[src/rtl/fma16_wb.sv]
// Writeback buffer for fma16: small FIFO of {result, flags, tag} with a
// sticky fflags register and a sticky drop error.
module fma16_wb #(
    parameter int DEPTH = 4,
    parameter int TAGW  = 4
) (
    input  logic                     clk,
    input  logic                     reset_n,
    input  logic                     in_valid,
    output logic                     in_ready,
    input  logic [15:0]              in_result,
    input  logic [3:0]               in_flags,
    input  logic [TAGW-1:0]          in_tag,
    output logic                     out_valid,
    input  logic                     out_ready,
    output logic [15:0]              out_result,
    output logic [3:0]               out_flags,
    output logic [TAGW-1:0]          out_tag,
    output logic [3:0]               fflags,
    input  logic                     fflags_clr,
    output logic                     drop_err,
    output logic [$clog2(DEPTH):0]   count
);

    localparam int AW = $clog2(DEPTH);
    localparam int CW = AW + 1;
    localparam int EW = 16 + 4 + TAGW;

    logic [EW-1:0] mem [DEPTH];
    logic [AW-1:0] wr_ptr;
    logic [AW-1:0] rd_ptr;
    logic          push;
    logic          pop;

    // Ready/valid come only from registered count, so a full buffer never
    // accepts on the strength of a same-cycle pop.
    assign in_ready  = (count != CW'(DEPTH));
    assign out_valid = (count != '0);
    assign push      = in_valid & in_ready;
    assign pop       = out_valid & out_ready;

    assign {out_result, out_flags, out_tag} = mem[rd_ptr];

    always_ff @(posedge clk) begin
        if (!reset_n) begin
            wr_ptr   <= '0;
            rd_ptr   <= '0;
            count    <= '0;
            fflags   <= '0;
            drop_err <= 1'b0;
            for (int i = 0; i < DEPTH; i++) begin
                mem[i] <= '0;
            end
        end else begin
            if (push) begin
                mem[wr_ptr] <= {in_result, in_flags, in_tag};
                wr_ptr      <= wr_ptr + AW'(1);
            end
            if (pop) begin
                rd_ptr <= rd_ptr + AW'(1);
            end
            if (push && !pop) begin
                count <= count + CW'(1);
            end else if (pop && !push) begin
                count <= count - CW'(1);
            end
            // A clear together with a push keeps only the pushed op's flags.
            fflags   <= (fflags_clr ? 4'h0 : fflags) | (push ? in_flags : 4'h0);
            drop_err <= (in_valid & ~in_ready) | (drop_err & ~fflags_clr);
        end
    end

endmodule
[config.mk]
export PLATFORM = sky130hd
export DESIGN_NAME = fma16_wb
export DESIGN_NICKNAME = d
export VERILOG_FILES = /design/src/rtl/fma16_wb.sv
export SDC_FILE = /design/constraint.sdc
export NUM_CORES = 1
export LEC_CHECK = 0
export BUFFER_PORTS_ARGS = -buffer_cell sky130_fd_sc_hd__buf_2
export CORE_UTILIZATION = 50
export DETAILED_ROUTE_END_ITERATION = 10
export HOLD_SLACK_MARGIN = 0.12
export PLACE_DENSITY = 0.73
export SLEW_MARGIN = 20
export SYNTH_ARGS = -nofsm -noshare
export SYNTH_HDL_FRONTEND = slang
export SYNTH_SLANG_ARGS = --single-unit
[constraint.sdc]
create_clock -name clk -period 2.9 [get_ports clk]
set_input_delay 0.145 -clock clk [delete_from_list [all_inputs] [get_ports clk]]
set_output_delay 0.145 -clock clk [all_outputs]
set_load 0.03 [all_outputs]
# Word level (Yosys, flattened, before mapping)
# Memory sizes are Yosys's and may differ from the RTL's. A register that Yosys moved wholly into a read port is not among the register bits.
# Cells that the tools add are included.
[totals] mem_bits_rw=96 memories=1 input_bits=29 output_inout_bits=34 regBits=12
[op_classes] reduce_logical=7 n_eq_ne=1 muxes=13 n_addsub=4 bitwise_logic=8
[memory_table] name="mem" words=4 word_bits=24 read_ports=1 rd_clocked_by_memory_dff=1 wr=4 line_no="29" rtl="logic [EW-1:0] mem [DEPTH];"
[op_table] cell="$mux 24" n=1
[op_table] cell="$reduce_or 24->1" n=1
[op_table] cell="$mux 4" n=2
[op_table] cell="$mux 2" n=3
[op_table] cell="$mux 3" n=2
[op_table] cell="$mux 1" n=5
[op_table] cell="$add 2x1->2 const B" n=2
[op_table] cell="$and 1x1->1" n=4
[op_table] cell="$or 4x4->4" n=1
[op_table] cell="$add 3x1->3 const B" n=1
[op_table] cell="$ne 3x3->1 const B" n=1
[op_table] cell="$reduce_bool 3->1" n=1
[op_table] cell="$sub 3x1->3 const B" n=1
[op_table] cell="$logic_and 1x1->1" n=2
[op_table] cell="$logic_not 1->1" n=2
[op_table] cell="$not 1->1" n=2
[op_table] cell="$reduce_bool 2->1" n=1
[op_table] cell="$or 1x1->1" n=1

# Depth between registers and ports, before layout
# Gate-level depths: netlist (run 1).
[logic_depth] ltp_word=7 ltp_mapped=10 depth_no_buf=10

# Worst setup path before layout (run 1)
# No wires, ideal clock.
[synth_timing] kind="register to register" from="reg count[0]" to="mem mem[2][0] (netlist name), enable pin" stages_incl_launch_ff=5 path_buffers=0 synth_period_minus_slack_ps=3238 setup_slack_ps=-338 required_time_ps=2462 t_arrival_ps=2799 path_cell_list="dfxtp_1 nor3b_4 inv_2 nand2_1 o21ai_0"
[synth_lines] item="start, declared" line_no="22" rtl="output logic [$clog2(DEPTH):0] count"
[synth_lines] item="start signal, assigned" line_no="63" rtl="count <= count + CW'(1);"
[synth_lines] item="start signal, assigned" line_no="65" rtl="count <= count - CW'(1);"
[synth_lines] item="end, declared" line_no="29"

# Worst setup path after layout (run 1)
[layout_timing] from="reg count[0]" to="reg count[2]"
[layout_between] elab_chain_len=5
[layout_lines] item="$ne 3x3->1 (*)" line_no="37" rtl="assign in_ready = (count != CW'(DEPTH));"
[layout_lines] item="$and 1x1->1 (*)" line_no="39" rtl="assign push = in_valid & in_ready;"
[layout_lines] item="via push" line_no="32" rtl="logic push;"
[layout_lines] item="$logic_not 1->1" line_no="64" rtl="end else if (pop && !push) begin"
[layout_lines] item="$logic_and 1x1->1" line_no="64"
[layout_lines] item="$reduce_bool 2->1 (no line)"
# The timed path passes the listed nets; every way through them passes the cells marked *. The select of a mux whose other input is x is not followed.
# A chain may end at the register's enable or synchronous reset.

==> impl_metrics.yaml, run 1 <==
run_status:
  status: "finished, final reports clean"
logic_synthesis:
  syn_avg_cell_area_um2: 16.2
  synth_area_um2: 4750
  ys_seq_area_frac: 0.666
  synth.distinct_cells: 34
  synthArstFlopShare: 0
  ys_seq_elements: 110
  dominantRegCellSynth: "edfxtp_1"
  postSynthCellCount: 294
  synth_edf_count: 96
  synthesis.nets: 325
  synth_warnings: 0
clocking:
  cts_buffers: 9
  clk_pin_slew_ps: 100
  cts-htree-levels: 3
  post_cts_buffers: 0
  clkLatencyLatePin_ps: 370
  cts_tree: "built"
  cts_sinks: 110
  clockBufferDepth: 2
  root_buffer: "clkbuf_8"
detailed_routing:
  antenna_left: 0
  drt_iter0_markers: 91
  first_pass_iters: 4
  vias: 2675
  drc: 0
  vias_per_cell: 5.15
  wl_mm: 9.10
  avgRoutedWirePerCell_um: 17.5
timing:
  final.setup.tns_ps: 0
  slew-limit-headroom: 0.286
  worst_clock_skew_ps: 9.50
  tightest_slew_ps: 1070
  finalHoldViolations: 0
  slew_violations: 0
  rsz0062_at_grt: "false"
  finalCritPeriodShare: 0.765
  max_freq_ghz: 0.451
  setup_violations: 0
  fin_crit_ps: 2220
critical_path:
  critPathMaxFanout: 7
  critPathKind: "register to register"
  max_stage_delay_ps: 530
  crit_slowest_cell: "dfxtp_1"
  cp_common_cell: "inv_1"
  startpoint_type: "register"
  critPathTopFamily: "adder cells"
  cp-end-kind: "register"
  path_buf_inv: 3
  worstPathArrival_ps: 2510
  cp.required_ps: 3200
  crit_chain: "nor3b_4 > inv_2 > nand2_1 > inv_1 > ha_1 > inv_1 > fa_1 > xor2_1 > or3_1 > a21boi_0"
place:
  dp_hpwl_mm: 5.60
  dp.cells: 478
  gp_congestion: 0.759
  io_buffers: 62
floorplan:
  coreArea_um2: 9240
  die_y_um: 99.5
  ios: 63
  rows: 35
  dieArea_um2: 9900
  start_util: 0.514
  die_w_um: 99.5
layout:
  final_cells: 519
  drive_gt1_frac: 0.300
  syn2layout_area_growth_pct: 19.9
  diodes: 0
  nets: 416
global_route:
  grt-ovfl-total: 0
  grt.met2_usage: 0.347
  groute.usage.overall: 0.199
  busiest_layer: "met2"
  grt_max_degree: 29
  grt_util_met1: 0.242
  globalRouteMet3Util: 0.0387
  grt_antenna_before_repair: 0
  grt_pass1_wl_mm: 14.3
  first_global_vias: 2799
power_and_ir_drop:
  leakagePower_nw: 2.20
  peakVddDrop_mv: 0.627
  p_per_area_nw_per_um2: 756
hold_path:
  min_path_type: "primary input to register"
flow_run:
  cap_viol_max_count: 0
## worst paths after layout
path | cells past startpoint | to | from | slack [ps]
max | 10 | count[2] | count[0] | 680
min | 3 | fflags[0] | fflags_clr | 190
max reg2reg | 10 | count[2] | count[0] | 680
min reg2reg | 1 | fflags[1] | fflags[1] | 510
## cell families after synthesis
| family | count (synthesis) | share of synthesized area |
|---|---|---|
| compound gates | 13 | 0.0213 |
| xor+xnor | 4 | 0.00737 |
| fa+ha+maj | 2 | 0.00685 |
| buf+inv | 21 | 0.0221 |
| flops | 110 | 0.666 |
| mux | 25 | 0.116 |
| simple gates | 119 | 0.161 |
## cell type report
class,instances,area (um2)
clock buffers,9,124
repair buffers,97,648
clock inverters,7,73.8
fillers,719,3540
well taps,129,161
flip-flops and latches,110,3160
inverters,4,15.0
multi-input cells,163,1510
## repair_timing
item,in CTS,in global routing
hold buffers,25,0
hold endpoints to repair,99,0
resized for setup,0,0
endpoints found under the setup margin,0,0
## Yosys cell counts (all sizes together), types with 2 or more instances
cell type,number,area [um2]
a32o,4,40.0
and2,100,626
buf,7,52.5
clkbuf,10,37.5
dfxtp,14,280
edfxtp,96,2880
inv,4,15.0
mux4,24,541
nand2,4,15.0
nand2b,3,18.8
nor2b,2,12.5
o21ai,3,15.0
o31ai,2,15.0
or3,2,12.5
xnor2,3,26.3
## metrics by stage
| step | cell area [um2] | utilization | hold slack (ps) | setup WS (ps) | power (mW) |
|---|---|---|---|---|---|
| after global placement | 5250 | 0.568 | 400 | 770 | 3.39 |
| after CTS | 5700 | 0.617 | 185 | 655 | 4.34 |
| after floorplan | 4760 | - | 271 | 305 | 3.04 |
| after global routing | 5700 | 0.617 | 193 | 517 | 4.51 |
| final | 5700 | 0.617 | 190 | 681 | 4.31 |
| after detailed placement | 5250 | 0.568 | 408 | 688 | 3.42 |
## placed cells by master (no fill, tap or decap), types with 2 or more instances in the layout
| cell type | instances |
|---|---|
| clkinv_4 | 3 |
| buf_2 | 62 |
| buf_4 | 9 |
| xnor2_1 | 3 |
| and2_1 | 100 |
| dfxtp_1 | 13 |
| edfxtp_1 | 96 |
| nor2b_1 | 2 |
| o21ai_0 | 2 |
| dlygate4sd3_1 | 25 |
| inv_1 | 3 |
| a32o_1 | 4 |
| nand2b_1 | 3 |
| clkbuf_8 | 9 |
| nand2_1 | 4 |
| or3_1 | 2 |
| mux4_2 | 24 |
## tightest hold or removal path, delay by kind of cell
family	cells	cell delay (ps)
buffers and inverters	2	150
AOI/OAI and AO/OA	1	220
## power breakdown
group,total (mW),internal (mW),switching [mW]
sequential,2.05,1.93,0.121
clock,0.920,0.403,0.517
combinational,1.33,0.553,0.781
total,4.31,2.89,1.42
## layer usage
metal  vias to the layer above  share of wire  wire length, um
met3                        12          0.037              336
met5                         -              0                0
met1                      1333           0.41             3730
met2                        61           0.54             4900
li1                       1269              -                -
met4                         0          0.015              133
## state kept, by name, summed over array words and instances (netlist names), named ones only
| name | flops |
|---|---|
| count | 3 |
| drop_err | 1 |
| fflags | 4 |
| mem | 96 |
| rd_ptr | 2 |
| wr_ptr | 2 |
No activity file was read; power rests on OpenSTA's default activity.
==> run 2: changes to the inputs <==
==> constraint.sdc (replaced) <==
create_clock -name clk -period 2 [get_ports clk]
set_input_delay 0.1 -clock clk [delete_from_list [all_inputs] [get_ports clk]]
set_output_delay 0.1 -clock clk [all_outputs]
set_load 0.03 [all_outputs]
==> run 2 against run 1 <==
Effect of this change:
- cell count is 0.58% higher
- design area up 2.0%
- total power up 47%
- combinational power rose by 59%
- sequential power is 45% higher
- critical path type unchanged
==> impl_metrics.yaml, run 2 (synthesis gave the netlist of run 1 again) <==
clocking:
  cts-htree-levels: 3
  root_buffer: "clkbuf_8"
  clk_pin_slew_ps: 90
  cts_tree: "built"
  clkLatencyLatePin_ps: 360
  cts_sinks: 110
  cts_buffers: 9
  clockBufferDepth: 2
floorplan:
  start_util: 0.514
  die_y_um: 99.5
  die_w_um: 99.5
  coreArea_um2: 9240
  rows: 35
  ios: 63
  dieArea_um2: 9900
critical_path:
  startpoint_type: "register"
  crit_start: "count[2]"
  critPathKind: "register to register"
  max_stage_delay_ps: 380
  crit_path_end: "count[2]"
  critPathMaxFanout: 7
  crit_chain: "o31ai_4 > ha_4 > inv_1 > fa_2 > xor2_1 > or3_1 > a21boi_1"
  critPathTopFamily: "adder cells"
  path_buf_inv: 1
  crit_slowest_cell: "dfxtp_4"
  worstPathArrival_ps: 2180
  cp-end-kind: "register"
  rrSetupSlack_ps: 100
  cp.depth: 7
  rr_worst_depth: 7
  cp.required_ps: 2290
  r2r-start: "count[2]"
  r2r-end: "count[2]"
layout:
  largest-register: "mem"
  syn2layout_area_growth_pct: 22.2
  largest_reg_flops: 96
  n_fill_cell: 688
  layout_common_cells: "100 x and2_1, 96 x edfxtp_1, 62 x buf_2, 25 x dlygate4sd3_1, 24 x mux4_2"
  reg_top3: "mem: 96 flops, fflags: 4 flops, count: 3 flops"
  nets: 421
  fin_util: 0.629
  drive_gt1_frac: 0.326
  final_cells: 522
  final_common_cell: "and2_1"
  diodes: 0
hold_path:
  min_path_type: "primary input to register"
flow_run:
  cap_viol_max_count: 0
detailed_routing:
  drc: 0
  vias: 2687
  topRoutingLayerUsed: "met4"
  wl_mm: 8.97
  vias_per_cell: 5.15
  met1_length_mm: 3.58
  routed-wl-met3_um: 295
  wl_met2_mm: 4.94
  first_pass_iters: 5
  avgRoutedWirePerCell_um: 17.2
  antenna_left: 0
  drt_iter0_markers: 96
timing:
  fin_crit_ps: 1900
  worst_clock_skew_ps: 7.30
  rsz0062_at_grt: "false"
  slew-limit-headroom: 0.721
  max_freq_ghz: 0.527
  finalCritPeriodShare: 0.948
  setup_slack_ps: 104
  tightest_slew_ps: 413
  setup_violations: 0
  finalHoldViolations: 0
  slew_violations: 0
power_and_ir_drop:
  leakagePower_nw: 2.23
  peakVddDrop_mv: 0.834
  p_per_area_nw_per_um2: 1090
place:
  io_buffers: 62
  dp_hpwl_mm: 5.22
  gp_congestion: 0.767
  dp.cells: 482
  dp_slack_ps: -52.5
global_route:
  grt_max_degree: 29
  grt-ovfl-total: 0
  grt_pass1_wl_mm: 14.2
  grt_antenna_before_repair: 0
  groute.usage.overall: 0.196
  first_global_vias: 2896
run_status:
  status: "finished, final reports clean"
-- run 2: cell types whose count changed in the layout (fill, tap and decap cells not counted), sizes merged --
cell    before  now
clkinv       5    3
buf         72   77
-- run 2: area by class of cell --
class / count / area, um2 / share of cell area
tap: 129 / 161 / 0.0278
clock buffer: 9 / 124 / 0.0213
inverter: 4 / 17.5 / 0.00302
multi-input combinational: 163 / 1540 / 0.266
clock inverter: 5 / 51.3 / 0.00883
timing repair buffer: 102 / 736 / 0.127
sequential: 110 / 3180 / 0.547
-- run 2: how the worst min path moves through the flow --
stage                startpoint         to  slack, ps  cells after the start
floorplan           in_flags[0]  fflags[0]        230                      1
global placement    in_flags[0]  fflags[0]        350                      2
detailed placement  in_flags[0]  fflags[0]        360                      2
CTS                  fflags_clr  fflags[2]        150                      3
global route         fflags_clr  fflags[0]        170                      3
finish               fflags_clr  fflags[2]        160                      3
-- run 2: repair_timing --
item,CTS,global route
hold endpoints to repair,102,0
gates cloned,0,0
setup buffers,0,1
hold buffers,25,0
pin swaps,0,2
setup endpoints to repair,1,1
resized for setup,1,4
-- run 2: layer usage --
metal | global-route usage | up-vias
met5 | 0 | -
li1 | - | 1272
met1 | 0.232 | 1353
met2 | 0.351 | 50
met3 | 0.0337 | 12
met4 | 0.0905 | 0
-- run 2: worst reg2reg max path: stages (launching register included) --
cell	delay, ps
dfxtp_4	380
o31ai_4	320
ha_4	190
inv_1	50
fa_2	330
xor2_1	150
or3_1	300
a21boi_1	120
-- run 2: power breakdown --
part | leakage (nW) | total (mW) | internal [mW] | switching, mW
logic | 1.02 | 2.12 | 0.922 | 1.20
clock network | 0.0904 | 1.25 | 0.560 | 0.685
registers | 1.12 | 2.98 | 2.82 | 0.166
-- run 2: through the flow --
step	setup TNS [ps]	total power, mW	hold slack (ps)	area [um2]
final	0	6.35	163	5810
after global routing	0	6.66	167	5810
after CTS	0	6.35	153	5780
after detailed placement	-52.5	5.07	360	5350
after global placement	0	5.03	351	5350
after floorplan	-3560	4.45	226	4780
